===== src/rtl/ama_riscv_mem_stage_if.sv =====
// Data-memory bus between the MEM stage (master) and DMEM (slave).
interface ama_riscv_mem_stage_if #(
  parameter int DMEM_AW = 14
) ();
  logic               req;
  logic [3:0]         we;
  logic [DMEM_AW-1:0] addr;
  logic [31:0]        wdata;
  logic               rvalid;
  logic [31:0]        rdata;

  modport master (output req, we, addr, wdata, input rvalid, rdata);
  modport slave  (input req, we, addr, wdata, output rvalid, rdata);
endinterface


===== src/rtl/ama_riscv_mem_stage.sv =====
// RISC-V MEM stage: one outstanding DMEM access, load extract, store lane alignment, writeback.
// state | meaning:  IDLE | ready for EX;  BUSY | DMEM access outstanding, waiting for rvalid
module ama_riscv_mem_stage #(
  parameter int DMEM_AW = 14,
  parameter int TIMEOUT = 255
) (
  input  logic                          clk,
  input  logic                          rst,
  input  logic                          ex_valid,
  output logic                          ex_ready,
  input  logic [31:0]                   ex_alu_out,
  input  logic [31:0]                   ex_rs2_data,
  input  logic [31:0]                   ex_pc_inc4,
  input  logic [2:0]                    ex_funct3,
  input  logic                          ex_load,
  input  logic                          ex_store,
  input  logic [1:0]                    ex_wb_sel,
  input  logic [4:0]                    ex_rd,
  input  logic                          ex_reg_we,
  ama_riscv_mem_stage_if.master         dmem,
  output logic                          wb_en,
  output logic [4:0]                    wb_rd,
  output logic [31:0]                   wb_data,
  output logic                          err_misalign,
  output logic                          err_timeout
);
  typedef enum logic {IDLE, BUSY} state_t;

  localparam logic [7:0] TO_LAST = 8'(TIMEOUT - 1);

  state_t             state_q, state_d;
  logic               req_q, req_d;
  logic [3:0]         we_q, we_d;
  logic [DMEM_AW-1:0] addr_q, addr_d;
  logic [31:0]        wdata_q, wdata_d;
  logic [2:0]         funct3_q, funct3_d;
  logic [1:0]         boff_q, boff_d;
  logic [4:0]         rd_q, rd_d;
  logic               reg_we_q, reg_we_d;
  logic               is_load_q, is_load_d;
  logic               sel_dmem_q, sel_dmem_d;
  logic [31:0]        alt_q, alt_d;
  logic [7:0]         cnt_q, cnt_d;
  logic               wb_en_q, wb_en_d;
  logic [4:0]         wb_rd_q, wb_rd_d;
  logic [31:0]        wb_data_q, wb_data_d;
  logic               err_mis_q, err_mis_d;
  logic               err_to_q, err_to_d;

  logic [7:0]  ld_byte;
  logic [15:0] ld_half;
  logic [31:0] ld_data;
  logic [3:0]  st_we;
  logic [31:0] st_wdata;
  logic        bad_access;
  logic [31:0] alu_or_pc;

  always_comb begin
    case (boff_q)
      2'd0:    ld_byte = dmem.rdata[7:0];
      2'd1:    ld_byte = dmem.rdata[15:8];
      2'd2:    ld_byte = dmem.rdata[23:16];
      default: ld_byte = dmem.rdata[31:24];
    endcase
    ld_half = boff_q[1] ? dmem.rdata[31:16] : dmem.rdata[15:0];
    case (funct3_q)
      3'b000:  ld_data = {{24{ld_byte[7]}}, ld_byte};
      3'b001:  ld_data = {{16{ld_half[15]}}, ld_half};
      3'b100:  ld_data = {24'b0, ld_byte};
      3'b101:  ld_data = {16'b0, ld_half};
      default: ld_data = dmem.rdata;
    endcase
  end

  always_comb begin
    case (ex_funct3[1:0])
      2'b00: begin
        st_we    = 4'b0001 << ex_alu_out[1:0];
        st_wdata = {4{ex_rs2_data[7:0]}};
      end
      2'b01: begin
        st_we    = 4'b0011 << {ex_alu_out[1], 1'b0};
        st_wdata = {2{ex_rs2_data[15:0]}};
      end
      default: begin
        st_we    = 4'b1111;
        st_wdata = ex_rs2_data;
      end
    endcase
    // size 2'b11 is never legal, so it folds into the misalign error
    case (ex_funct3[1:0])
      2'b01:   bad_access = ex_alu_out[0];
      2'b10:   bad_access = |ex_alu_out[1:0];
      2'b11:   bad_access = 1'b1;
      default: bad_access = 1'b0;
    endcase
    if (ex_load && ex_funct3[2:1] == 2'b11)
      bad_access = 1'b1;
    if (!ex_load && ex_store && ex_funct3[2])
      bad_access = 1'b1;
    alu_or_pc = (ex_wb_sel == 2'd2) ? ex_pc_inc4 : ex_alu_out;
  end

  always_comb begin
    state_d    = state_q;
    req_d      = req_q;
    we_d       = we_q;
    addr_d     = addr_q;
    wdata_d    = wdata_q;
    funct3_d   = funct3_q;
    boff_d     = boff_q;
    rd_d       = rd_q;
    reg_we_d   = reg_we_q;
    is_load_d  = is_load_q;
    sel_dmem_d = sel_dmem_q;
    alt_d      = alt_q;
    cnt_d      = cnt_q;
    wb_en_d    = 1'b0;
    wb_rd_d    = wb_rd_q;
    wb_data_d  = wb_data_q;
    err_mis_d  = 1'b0;
    err_to_d   = 1'b0;
    case (state_q)
      IDLE: begin
        if (ex_valid) begin
          if (ex_load || ex_store) begin
            if (bad_access) begin
              err_mis_d = 1'b1;
            end else begin
              state_d    = BUSY;
              req_d      = 1'b1;
              we_d       = ex_load ? 4'b0000 : st_we;
              addr_d     = ex_alu_out[DMEM_AW+1:2];
              wdata_d    = ex_load ? 32'b0 : st_wdata;
              funct3_d   = ex_funct3;
              boff_d     = ex_alu_out[1:0];
              rd_d       = ex_rd;
              reg_we_d   = ex_reg_we;
              is_load_d  = ex_load;
              sel_dmem_d = (ex_wb_sel == 2'd0);
              alt_d      = alu_or_pc;
              cnt_d      = 8'd0;
            end
          end else begin
            wb_en_d   = ex_reg_we && (ex_rd != 5'd0);
            wb_rd_d   = ex_rd;
            wb_data_d = alu_or_pc;
          end
        end
      end
      BUSY: begin
        if (dmem.rvalid) begin
          state_d = IDLE;
          req_d   = 1'b0;
          we_d    = 4'b0000;
          if (is_load_q) begin
            wb_en_d   = reg_we_q && (rd_q != 5'd0);
            wb_rd_d   = rd_q;
            wb_data_d = sel_dmem_q ? ld_data : alt_q;
          end
        end else if (cnt_q == TO_LAST) begin
          state_d  = IDLE;
          req_d    = 1'b0;
          we_d     = 4'b0000;
          err_to_d = 1'b1;
        end else begin
          cnt_d = cnt_q + 8'd1;
        end
      end
      default: state_d = IDLE;
    endcase
  end

  always_ff @(posedge clk or negedge rst) begin
    if (!rst) begin
      state_q    <= IDLE;
      req_q      <= 1'b0;
      we_q       <= 4'b0;
      addr_q     <= '0;
      wdata_q    <= 32'b0;
      funct3_q   <= 3'b0;
      boff_q     <= 2'b0;
      rd_q       <= 5'b0;
      reg_we_q   <= 1'b0;
      is_load_q  <= 1'b0;
      sel_dmem_q <= 1'b0;
      alt_q      <= 32'b0;
      cnt_q      <= 8'b0;
      wb_en_q    <= 1'b0;
      wb_rd_q    <= 5'b0;
      wb_data_q  <= 32'b0;
      err_mis_q  <= 1'b0;
      err_to_q   <= 1'b0;
    end else begin
      state_q    <= state_d;
      req_q      <= req_d;
      we_q       <= we_d;
      addr_q     <= addr_d;
      wdata_q    <= wdata_d;
      funct3_q   <= funct3_d;
      boff_q     <= boff_d;
      rd_q       <= rd_d;
      reg_we_q   <= reg_we_d;
      is_load_q  <= is_load_d;
      sel_dmem_q <= sel_dmem_d;
      alt_q      <= alt_d;
      cnt_q      <= cnt_d;
      wb_en_q    <= wb_en_d;
      wb_rd_q    <= wb_rd_d;
      wb_data_q  <= wb_data_d;
      err_mis_q  <= err_mis_d;
      err_to_q   <= err_to_d;
    end
  end

  assign ex_ready     = (state_q == IDLE);
  assign dmem.req     = req_q;
  assign dmem.we      = we_q;
  assign dmem.addr    = addr_q;
  assign dmem.wdata   = wdata_q;
  assign wb_en        = wb_en_q;
  assign wb_rd        = wb_rd_q;
  assign wb_data      = wb_data_q;
  assign err_misalign = err_mis_q;
  assign err_timeout  = err_to_q;
endmodule


===== src/flat_wrapper.sv =====
// flat-port wrapper written by rule: the top's interface ports become plain ports
module ama_riscv_mem_stage_flat 
#(
  parameter int DMEM_AW = 14,
  parameter int TIMEOUT = 255
)
  (clk, rst, ex_valid, ex_ready, ex_alu_out, ex_rs2_data, ex_pc_inc4, ex_funct3, ex_load, ex_store, ex_wb_sel, ex_rd, ex_reg_we, wb_en, wb_rd, wb_data, err_misalign, err_timeout, dmem_req, dmem_we, dmem_addr, dmem_wdata, dmem_rvalid, dmem_rdata);
  ama_riscv_mem_stage_if #(.DMEM_AW(DMEM_AW)) dmem_i ();
  input  logic clk;
  input  logic rst;
  input  logic ex_valid;
  output logic ex_ready;
  input  logic [31:0] ex_alu_out;
  input  logic [31:0] ex_rs2_data;
  input  logic [31:0] ex_pc_inc4;
  input  logic [2:0] ex_funct3;
  input  logic ex_load;
  input  logic ex_store;
  input  logic [1:0] ex_wb_sel;
  input  logic [4:0] ex_rd;
  input  logic ex_reg_we;
  output logic wb_en;
  output logic [4:0] wb_rd;
  output logic [31:0] wb_data;
  output logic err_misalign;
  output logic err_timeout;
  output wire logic [$bits(dmem_i.req)-1:0] dmem_req;
  output wire logic [$bits(dmem_i.we)-1:0] dmem_we;
  output wire logic [$bits(dmem_i.addr)-1:0] dmem_addr;
  output wire logic [$bits(dmem_i.wdata)-1:0] dmem_wdata;
  input wire logic [$bits(dmem_i.rvalid)-1:0] dmem_rvalid;
  input wire logic [$bits(dmem_i.rdata)-1:0] dmem_rdata;
  assign dmem_req = dmem_i.req;
  assign dmem_we = dmem_i.we;
  assign dmem_addr = dmem_i.addr;
  assign dmem_wdata = dmem_i.wdata;
  assign dmem_i.rvalid = dmem_rvalid;
  assign dmem_i.rdata = dmem_rdata;
  ama_riscv_mem_stage #(.DMEM_AW(DMEM_AW), .TIMEOUT(TIMEOUT)) u_core (.clk(clk), .rst(rst), .ex_valid(ex_valid), .ex_ready(ex_ready), .ex_alu_out(ex_alu_out), .ex_rs2_data(ex_rs2_data), .ex_pc_inc4(ex_pc_inc4), .ex_funct3(ex_funct3), .ex_load(ex_load), .ex_store(ex_store), .ex_wb_sel(ex_wb_sel), .ex_rd(ex_rd), .ex_reg_we(ex_reg_we), .dmem(dmem_i), .wb_en(wb_en), .wb_rd(wb_rd), .wb_data(wb_data), .err_misalign(err_misalign), .err_timeout(err_timeout));
endmodule

===== config.mk =====
export PLATFORM = sky130hd
export DESIGN_NAME = ama_riscv_mem_stage_flat
export DESIGN_NICKNAME = d
export VERILOG_FILES = /design/src/rtl/ama_riscv_mem_stage_if.sv /design/src/rtl/ama_riscv_mem_stage.sv /design/src/flat_wrapper.sv
export SDC_FILE = /design/constraint.sdc
export NUM_CORES = 1
export LEC_CHECK = 0
export ABC_CLOCK_PERIOD_IN_PS = 3930
export CORE_AREA = 2 2 170 122
export DETAILED_ROUTE_END_ITERATION = 16
export DIE_AREA = 0 0 172 124
export GPL_TIMING_DRIVEN = 0
export PLACE_DENSITY_LB_ADDON = 0.1
export REMOVE_ABC_BUFFERS = 1
export SYNTH_ARGS = -nofsm -noshare
export SYNTH_HDL_FRONTEND = slang
export SYNTH_SLANG_ARGS = --single-unit

===== constraint.sdc =====
create_clock -name clk -period 3.93 [get_ports clk]
set_clock_uncertainty 0.1 [all_clocks]
set_input_delay 0.9825 -clock clk [delete_from_list [all_inputs] [get_ports clk]]
set_output_delay 0.9825 -clock clk [all_outputs]
set_load 0.01 [all_outputs]

==> flow_metrics.py, run 1 <==
metrics = {
    "cts": {
        "cts_resized": 0,
        "cts_hold_buf": 0,
        "htreeDepth": 4,
        "cts-root-buf": "clkbuf_16",
        "cts_sinks": 145,
        "postCtsSetupBuffers": 0,
        "cts_buffer_depth": 2,
        "cts_buffers": 17,
        "worstSkewPairLatency_ns": 0.43,
        "cts_tree": "done",
        "path_clk_slew_ns": 0.07,
    },
    "yosys": {
        "synthTopCellsByArea": "dfrtp_1 (47%), o21ai_0 (10%), mux2i_1 (8.8%), mux2_2 (4.2%), o31ai_1 (2.4%)",
        "synth_cells": 762,
        "ys_warn_count": 0,
        "synth_edf_count": 0,
        "synth.avg_cell_area_um2": 10.2,
        "ys.flop_type": "dfrtp_1",
        "synth_top_area_share_pct": 46.8,
        "async_reset_ff_share_pct": 100,
        "yosysUniqueCellTypes": 58,
        "synth_top_area_cell": "dfrtp_1",
        "syn_area_mm2": 0.00776,
        "synth-seq-area-share_pct": 46.8,
        "yosys_register_bits": 145,
    },
    "sta": {
        "fmax_mhz": 281,
        "relSlewSlack_pct": 8.34,
        "grt_setup_unrepaired": "no",
        "period_share_pct": 90.6,
        "fin_tns_setup_ns": 0,
        "slew_violations": 0,
        "worst_pin_slew_ns": 1.37,
        "setup_viol": 0,
        "hold_viol": 0,
        "period_needed_ns": 3.56,
        "holdWs_ns": 0.388,
    },
    "grt": {
        "grt_max_degree": 84,
        "grtUsageTotal_pct": 23.6,
        "grt_overflow": 0,
        "grt_pass1_wl_um": 38300,
        "grt_pass1_vias": 6697,
        "antenna_found_initial": 1,
    },
    "drt": {
        "dr.pass1.iters": 5,
        "drt_iter0_drc": 478,
        "route.detailed.drc": 0,
        "wl_um": 24900,
        "vias": 6874,
        "ant_nets": 0,
        "viasPerCell": 5.53,
        "post_drt_wl_per_cell_um": 20.0,
    },
    "layout": {
        "fin_area_mm2": 0.0109,
        "stdcell_count": 1244,
        "fillers": 1789,
        "fin_nets": 1107,
        "area_growth_pct": 40.9,
        "drive_above_1_share_pct": 10.2,
    },
    "status": {
        "outcome": "finished clean",
    },
    "floorplan": {
        "start_util_pct": 39.6,
        "core.rowCount": 43,
        "die-area_mm2": 0.0213,
        "die_y_um": 124,
        "design.core.area_mm2": 0.0196,
        "die_w_um": 172,
        "io_pins": 237,
    },
    "setup_path": {
        "cp_max_fo": 35,
        "r2r-end": "u_core.wb_data[15]",
        "setup.worst_path.class": "register to output port",
        "start_kind": "register",
        "crit_chain": "buf_12, inv_1, clkdlybuf4s50_1",
        "cpMaxStageDelayCell": "dfrtp_2",
        "cp_slowest_stage_delay_ns": 0.67,
        "critPathCaptureType": "output port",
        "r2r_start": "u_core.boff_q[1]",
        "r2r_slack_ns": 0.82,
        "cp.required_ns": 2.85,
        "reg2reg_depth": 4,
        "worstPathArrival_ns": 2.48,
    },
    "placement": {
        "hpwl_um": 17100,
        "placed_cell_area_mm2": 0.0104,
        "port_buffers": 236,
        "gp_congestion": 0.810,
        "placed_cells": 1211,
    },
    "min_path": {
        "whs_endpoint": "u_core.dmem.wdata[15]",
        "holdPathStages": 1,
        "hp-class": "register to register",
        "min_from": "u_core.dmem.wdata[15]",
    },
    "pwr": {
        "power_leakage_nw": 4.32,
        "power_density_mw_per_mm2": 516,
        "power.total_mw": 5.64,
        "ir_drop_v": 0.000261,
    },
    "run": {
        "drv_cap": 0,
    },
}
[cells in the mapped netlist, types with 3 or more instances]
cell type / count
mux2_2: 29
nor2_1: 17
inv_1: 25
a21oi_1: 15
or3_1: 4
buf_6: 4
a221o_1: 8
a2bb2oi_1: 7
a41oi_2: 10
o21ai_1: 6
nand2b_1: 11
dfrtp_1: 145
buf_4: 5
clkbuf_1: 36
nor2b_1: 6
mux2i_1: 68
a221oi_1: 8
or4_1: 3
nor3_1: 6
o211ai_1: 21
o22a_1: 16
a41oi_1: 6
o31ai_1: 25
nand3_1: 3
buf_2: 19
a32oi_1: 7
and2_1: 8
o311ai_0: 5
o21ai_0: 156
nand2_1: 46
[power breakdown]
part | internal [mW] | switching (mW)
sequential | 1.90 | 0.315
combinational | 1.02 | 0.845
clock | 0.845 | 0.718
total | 3.76 | 1.88
[state kept, by name, summed over array words and instances (netlist names)]
| signal | flops |
|---|---|
| u_core.rd_q | 5 |
| u_core.dmem.req | 1 |
| u_core.is_load_q | 1 |
| u_core.boff_q | 2 |
| u_core.err_misalign | 1 |
| u_core.wb_en | 1 |
| u_core.sel_dmem_q | 1 |
| u_core.wb_rd | 5 |
| u_core.dmem.we | 4 |
| u_core.wb_data | 32 |
| u_core.state_q | 1 |
| u_core.dmem.addr | 14 |
| u_core.reg_we_q | 1 |
| u_core.dmem.wdata | 32 |
| u_core.alt_q | 32 |
| u_core.funct3_q | 3 |
| u_core.err_timeout | 1 |
| u_core.cnt_q | 8 |
[routing by layer]
layer	part of all wire [%]	global-route usage, %
met5	0	0
met4	1.2	5.46
met3	6.2	5.05
met2	44	35.7
met1	48	34.6
[stage by stage]
step / util (%) / setup WS (ns)
final: 55.8 / 0.370
after CTS: 55.8 / 0.0371
after global routing: 55.8 / 0.274
after floorplan: - / -1.27
after detailed placement: 52.9 / -0.386
after global placement: 51.6 / -6.65
[worst max-delay path: cells and delay by family, from the launching register on]
| family | cells | cell delay (ns) |
|---|---|---|
| buffers and inverters | 3 | 1.36 |
| DFF | 1 | 0.67 |
[cell type report]
| class | count | area [um^2] | share of cell area, % |
|---|---|---|---|
| multi-input cells | 523 | 3720 | 34.1 |
| flip-flops and latches | 145 | 3630 | 33.2 |
| well taps | 270 | 338 | 3.09 |
| clock buffers | 18 | 439 | 4.02 |
| clock inverters | 14 | 123 | 1.12 |
| diodes | 1 | 2.50 | 0.0229 |
| inverters | 26 | 97.6 | 0.893 |
| repair buffers | 247 | 2570 | 23.6 |
[worst max-delay path by stage]
stage	from	endpoint
6_report	u_core.state_q	ex_ready
5_1_grt	u_core.state_q	ex_ready
4_1_cts	ex_funct3[1]	u_core.dmem.addr[6]
3_5_place_dp	ex_funct3[1]	u_core.dmem.addr[11]
3_3_place_gp	ex_load	u_core.dmem.req
2_1_floorplan	ex_load	u_core.dmem.req
[cell families (layout without fill, tap and decap cells)]
kind of cell / after synthesis / after routing / share of synthesized area [%]
muxes: 98 / 98 / 13.3
adders and majority gates: 2 / 2 / 0.323
and+or+nand+nor: 118 / 118 / 7.82
DFF: 145 / 145 / 46.8
buffers and inverters: 94 / 305 / 5.71
xor gates and xnor gates: 1 / 1 / 0.113
other: 0 / 1 / 0
AOI/OAI and AO/OA: 304 / 304 / 26.0
[cell usage in the layout, fill, tap and decap left out, types with 7 or more instances in the layout]
master,count
dfrtp_1,144
a21oi_1,15
inv_1,25
o21ai_0,156
nand2_1,46
clkdlybuf4s50_1,233
clkbuf_16,17
a221oi_1,8
o22a_1,16
a221o_1,8
mux2i_1,68
nand2b_1,9
a2bb2oi_1,7
o211ai_1,21
a41oi_2,10
mux2_2,29
o31ai_1,25
and2_1,8
a32oi_1,7
nor2_1,16
No activity file was read; power rests on OpenSTA's default activity.
==> run 2, diff against run 1 <==
--- a/config.mk
+++ b/config.mk
@@ -12,6 +12,7 @@
 export GPL_TIMING_DRIVEN = 0
 export PLACE_DENSITY_LB_ADDON = 0.1
 export REMOVE_ABC_BUFFERS = 1
+export SLEW_MARGIN = 20
 export SYNTH_ARGS = -nofsm -noshare
 export SYNTH_HDL_FRONTEND = slang
 export SYNTH_SLANG_ARGS = --single-unit
==> flow_metrics.py, run 2 (same netlist as run 1, synthesis figures left out) <==
metrics = {
    "sta": {
        "fmax_mhz": 278,
        "fin_tns_setup_ns": 0,
        "setup_viol": 0,
        "slew_violations": 0,
        "period_share_pct": 91.6,
        "period_needed_ns": 3.60,
        "grt_setup_unrepaired": "no",
        "relSlewSlack_pct": 34.0,
        "hold_viol": 0,
        "worst_pin_slew_ns": 0.988,
    },
    "setup_path": {
        "cp.required_ns": 4.14,
        "critPathCaptureType": "register",
        "start_kind": "input port",
        "setup.worst_path.class": "input port to register",
        "cp_max_fo": 47,
        "worstPathArrival_ns": 3.81,
        "r2r_slack_ns": 0.91,
    },
    "cts": {
        "cts_buffer_depth": 2,
        "path_clk_slew_ns": 0.07,
        "cts_hold_buf": 0,
        "cts-root-buf": "clkbuf_16",
        "htreeDepth": 4,
        "cts_buffers": 17,
        "cts_resized": 0,
        "postCtsSetupBuffers": 0,
        "cts_sinks": 145,
        "cts_tree": "done",
        "worstSkewPairLatency_ns": 0.43,
    },
    "placement": {
        "port_buffers": 236,
        "gp_congestion": 0.810,
        "placed_cells": 1212,
        "hpwl_um": 17100,
        "placed_cell_area_mm2": 0.0104,
    },
    "layout": {
        "utilization_pct": 56.4,
        "layout_commonest_cell": "clkdlybuf4s50_1",
        "area_growth_pct": 42.3,
        "most-common-layout-cells": "clkdlybuf4s50_1 (233), o21ai_0 (156), dfrtp_1 (142)",
        "diodes": 0,
        "fin_area_mm2": 0.0110,
        "fin_nets": 1108,
        "drive_above_1_share_pct": 10.7,
        "stdcell_count": 1244,
    },
    "floorplan": {
        "core.rowCount": 43,
        "design.core.area_mm2": 0.0196,
        "die_y_um": 124,
        "start_util_pct": 39.6,
        "io_pins": 237,
        "die-area_mm2": 0.0213,
        "die_w_um": 172,
    },
    "drt": {
        "vias": 6893,
        "ant_nets": 0,
        "post_drt_wl_per_cell_um": 19.9,
        "drt_iter0_drc": 484,
        "wl_um": 24800,
        "dr.pass1.iters": 5,
        "viasPerCell": 5.54,
        "route.detailed.drc": 0,
    },
    "pwr": {
        "power_density_mw_per_mm2": 526,
        "power.total_mw": 5.81,
        "power_leakage_nw": 4.36,
        "ir_drop_v": 0.000327,
    },
    "min_path": {
        "hp-class": "register to register",
    },
    "grt": {
        "antenna_found_initial": 0,
        "grt_pass1_wl_um": 38200,
        "grt_overflow": 0,
        "grt_max_degree": 84,
        "grt_pass1_vias": 6618,
        "grtUsageTotal_pct": 23.5,
    },
    "run": {
        "drv_cap": 0,
    },
    "status": {
        "outcome": "finished clean",
    },
}
[run 2: cell count changes in the layout (fill, tap and decap cells not counted), sizes merged]
cell      change
buf           +1
bufinv        +3
clkbuf        -1
clkinv        -4
clkinvlp      +2
diode         -1
[run 2: worst paths after layout]
| check | from | to | cells after the start |
|---|---|---|---|
| setup reg to reg | u_core.state_q | u_core.dmem.addr[6] | 5 |
| min in group asynchronous | rst | u_core.dmem.wdata[20] | 1 |
| hold reg to reg | u_core.dmem.wdata[15] | u_core.dmem.wdata[15] | 1 |
| max in group asynchronous | rst | u_core.wb_data[24] | 2 |
| hold / removal | u_core.dmem.wdata[15] | u_core.dmem.wdata[15] | 1 |
| setup / recovery | ex_funct3[0] | u_core.dmem.addr[6] | 6 |
[run 2: final cells by class]
cell class | count | area, um^2
clock buffers | 17 | 425
clock inverters | 15 | 196
fillers | 1771 | 8550
inverters | 26 | 97.6
multi-input cells | 523 | 3730
flip-flops and latches | 145 | 3630
well taps | 270 | 338
repair buffers | 248 | 2610
[run 2: per-layer routing]
metal,GRT usage [%],routed length (um),vias up
li1,-,-,3274
met1,34.4,11800,3374
met2,35.0,11000,221
met3,5.47,1630,24
met4,5.93,348,0
met5,0,0,-
[run 2: through the flow]
stage                     hold WS [ns]  worst slack (ns)
after floorplan                  0.369             -1.27
after global routing             0.408             0.166
after detailed placement         0.371           -0.0875
after CTS                        0.387             0.352
after global placement           0.361             -6.65
final                            0.385             0.329
[run 2: critical path: stages]
cell	delay, ns
clkdlybuf4s50_1	1.02
a21oi_1	0.22
a22o_1	0.38
nand2b_4	0.50
buf_16	0.31
mux2_2	0.37
[run 2: report_power, final]
| group | internal, mW | switching, mW | leakage (nW) |
|---|---|---|---|
| clock network | 1.02 | 0.709 | 0.295 |
| logic | 1.02 | 0.831 | 2.26 |
| registers | 1.90 | 0.327 | 1.80 |
| total | 3.94 | 1.87 | 4.36 |
==> RTL edit 1, RTL diff (settings of run 2) <==
The output `err_timeout` loses its register stage (`err_to_q` becomes a continuous assignment).
--- a/src/rtl/ama_riscv_mem_stage.sv
+++ b/src/rtl/ama_riscv_mem_stage.sv
@@ -192,3 +192,2 @@
       err_mis_q  <= 1'b0;
-      err_to_q   <= 1'b0;
     end else begin
@@ -211,5 +210,6 @@
       err_mis_q  <= err_mis_d;
-      err_to_q   <= err_to_d;
     end
   end
+
+  assign err_to_q = err_to_d;
 
Check against the original RTL: no difference found for any inputs over 4 cycles, from zero or initial values and one cycle with rst low; that may be too few to reach the edited logic, so the function may still have changed.
==> RTL edit 1 against run 2 <==
Core utilization rose by 0.077 points. Area after synthesis down 0.32%. Total power about the same. Maximum frequency fell by 2.9%. Sequential cell count down 1. Setup slack worse by 0.11 ns. Wire length increased by 1.4%. Cell area rose by 0.14%. Global-route usage is 0.87 points higher. Critical path type is now reg2out.
==> RTL edit 1: results <==
export IMPL_final_cells=1246
export IMPL_first_global_vias=6844
export IMPL_via_count=6941
export IMPL_synth_mux_area_frac=0.133
export IMPL_worstPathArrival_ns=2.63
export IMPL_grt_max_degree=85
export IMPL_synth_compound_area_frac=0.261
export IMPL_first_iter_violations=565
export IMPL_yosysSeqAreaShare=0.466
export IMPL_fin_nets=1110
export IMPL_worstPathMaxFanout=34
export IMPL_status="finished clean"
export IMPL_clk_pin_slew_ns=0.07
export IMPL_synth_area_leaders="dfrtp_1, o21ai_0, mux2i_1, mux2_2, o31ai_1"
export IMPL_drive_above_1_share=0.109
export IMPL_p_leak_nw=4.36
export IMPL_synth_common_cells="o21ai_0, dfrtp_1, mux2i_1"
export IMPL_fillers=1769
export IMPL_synthAdderAreaFrac=0.00324
export IMPL_maxSlewHeadroom=0.323
export IMPL_wl_um=25100
export IMPL_placed_area_um2=10400
export IMPL_synthesis_instances=761
export IMPL_grt_usage=0.244
export IMPL_globalplace_congestion=0.785
[RTL edit 1: cell count changes after synthesis, sizes merged]
cell | before | now
dfrtp | 145 | 144
[RTL edit 1: worst paths after layout]
path	from	to	slack (ns)	depth (start not counted)
worst max-delay path	u_core.state_q	err_timeout	0.22	3
worst min register to register	u_core.wb_rd[4]	u_core.wb_rd[4]	0.39	2
min in group asynchronous	rst	u_core.dmem.wdata[23]	0.45	1
max in group asynchronous	rst	u_core.funct3_q[1]	2.45	2
worst min-delay path	u_core.wb_rd[4]	u_core.wb_rd[4]	0.39	2
worst max register to register	u_core.state_q	u_core.dmem.addr[8]	1.09	6
[RTL edit 1: where the power goes]
| group | switching (mW) | total, mW | internal, mW |
|---|---|---|---|
| combinational | 0.853 | 1.88 | 1.03 |
| sequential | 0.315 | 2.21 | 1.89 |
| clock | 0.702 | 1.71 | 1.01 |
[RTL edit 1: final cells by class]
class / instances / area (um^2) / share of cell area
clock buffers: 18 / 429 / 0.0388
clock inverters: 14 / 179 / 0.0162
inverters: 26 / 97.6 / 0.00883
multi-input cells: 523 / 3730 / 0.338
flip-flops and latches: 144 / 3610 / 0.327
well taps: 270 / 338 / 0.0306
repair buffers: 251 / 2670 / 0.241
[RTL edit 1: what timing repair did]
action / in CTS / in global routing
hold buffers: 0 / 0
buffers inserted: 1 / 0
endpoints found under the setup margin: 1 / 0
endpoints found under the hold margin: 0 / 0
[RTL edit 1: worst max-delay path: stages (launching register included)]
cell             delay (ns)
dfrtp_4                0.72
inv_1                  0.40
nor4_1                 0.44
clkdlybuf4s50_1        0.61
[RTL edit 1: layer usage]
layer,global-route usage,up-vias,routed length (um)
met5,0,-,0
met4,0.0630,0,315
met3,0.0553,26,1700
met2,0.357,247,11000
met1,0.362,3399,12100
li1,-,3269,-
==> RTL edit 2, RTL diff (config.mk and constraints of run 2) <==
Made on the original files. `DMEM_AW` is set to 14 in 3 places; all go to 15.
--- a/src/rtl/ama_riscv_mem_stage_if.sv
+++ b/src/rtl/ama_riscv_mem_stage_if.sv
@@ -2,3 +2,3 @@
 interface ama_riscv_mem_stage_if #(
-  parameter int DMEM_AW = 14
+  parameter int DMEM_AW = 15
 ) ();
--- a/src/rtl/ama_riscv_mem_stage.sv
+++ b/src/rtl/ama_riscv_mem_stage.sv
@@ -3,3 +3,3 @@
 module ama_riscv_mem_stage #(
-  parameter int DMEM_AW = 14,
+  parameter int DMEM_AW = 15,
   parameter int TIMEOUT = 255
--- a/src/flat_wrapper.sv
+++ b/src/flat_wrapper.sv
@@ -3,3 +3,3 @@
 #(
-  parameter int DMEM_AW = 14,
+  parameter int DMEM_AW = 15,
   parameter int TIMEOUT = 255
Interface: changed (resized dmem_addr); port bits go from 237 to 238. No check against the original RTL was run, so the function may have changed too.
==> RTL edit 2 against run 2 <==
Area after synthesis is 3.1% lower. Maximum frequency is 6.2% higher. Largest cell class is now registers. Critical path type is now reg2out. Cell area is 3.1% lower. Total power is 3.0% lower. Sequential cell count is 1 higher. Combinational power is 8% lower. Wire length is 9.5% lower. Setup slack better by 0.21 ns. First-iteration DRC count is 20% lower.
==> RTL edit 2: results <==
export IMPL_grt_util_met2=0.316
export IMPL_status="finished clean"
export IMPL_grt_max_degree=90
export IMPL_placed_area_um2=10100
export IMPL_r2r_slack_ns=1.00
export IMPL_first_iter_violations=388
export IMPL_final_cells=1290
export IMPL_worstPathArrival_ns=2.31
export IMPL_worstHoldStart="u_core.dmem.wdata[5]"
export IMPL_worstPathMaxFanout=37
export IMPL_crit_end="ex_ready"
export IMPL_swShare=0.310
export IMPL_area_growth_pct=42.3
export IMPL_nonClkBufAreaFrac=0.238
export IMPL_regArea_um2=3660
export IMPL_whs_ns=0.363
export IMPL_first_global_vias=6309
export IMPL_holdPathEnd="u_core.dmem.wdata[5]"
export IMPL_globalplace_congestion=0.741
export IMPL_dp_hpwl_um=15700
export IMPL_pre_cts_slack_ns=0.118
export IMPL_synthesis_instances=804
export IMPL_grt_usage=0.217
export IMPL_fin_nets=1156
export IMPL_synth_area_leaders="dfrtp_1, nand2_1, mux2i_1, o21ai_0, o21ai_1"
export IMPL_final_clkbuf_count=19
export IMPL_grt_pass1_wl_um=35200
export IMPL_yosysSeqAreaShare=0.486
export IMPL_ys_types=54
export IMPL_ys_ff_latch=146
export IMPL_rr_worst_depth=6
## RTL edit 2: power groups by stage
| stage | registers (mW) | logic [mW] | clock network, mW |
|---|---|---|---|
| 2_1_floorplan | 2.27 | 0.627 | 0 |
| 6_report | 2.17 | 1.71 | 1.75 |
| 4_1_cts | 2.17 | 1.73 | 1.78 |
| 5_1_grt | 2.23 | 1.88 | 1.85 |
| 3_5_place_dp | 2.19 | 1.72 | 0 |
| 3_3_place_gp | 2.20 | 1.69 | 0 |
## RTL edit 2: cells by family after synthesis
logic type / count (synthesis) / share of synthesized area
muxes: 71 / 0.0946
adders and majority gates: 2 / 0.00333
xor gates and xnor gates: 6 / 0.00699
AOI/OAI and AO/OA: 231 / 0.198
buffers and inverters: 81 / 0.0576
and+or+nand+nor: 267 / 0.153
DFF: 146 / 0.486
## RTL edit 2: routing by layer
metal | part of all wire | up-vias
met5 | 0 | -
met1 | 0.49 | 3068
met4 | 0.0077 | 0
met3 | 0.077 | 15
met2 | 0.43 | 183
li1 | - | 3233
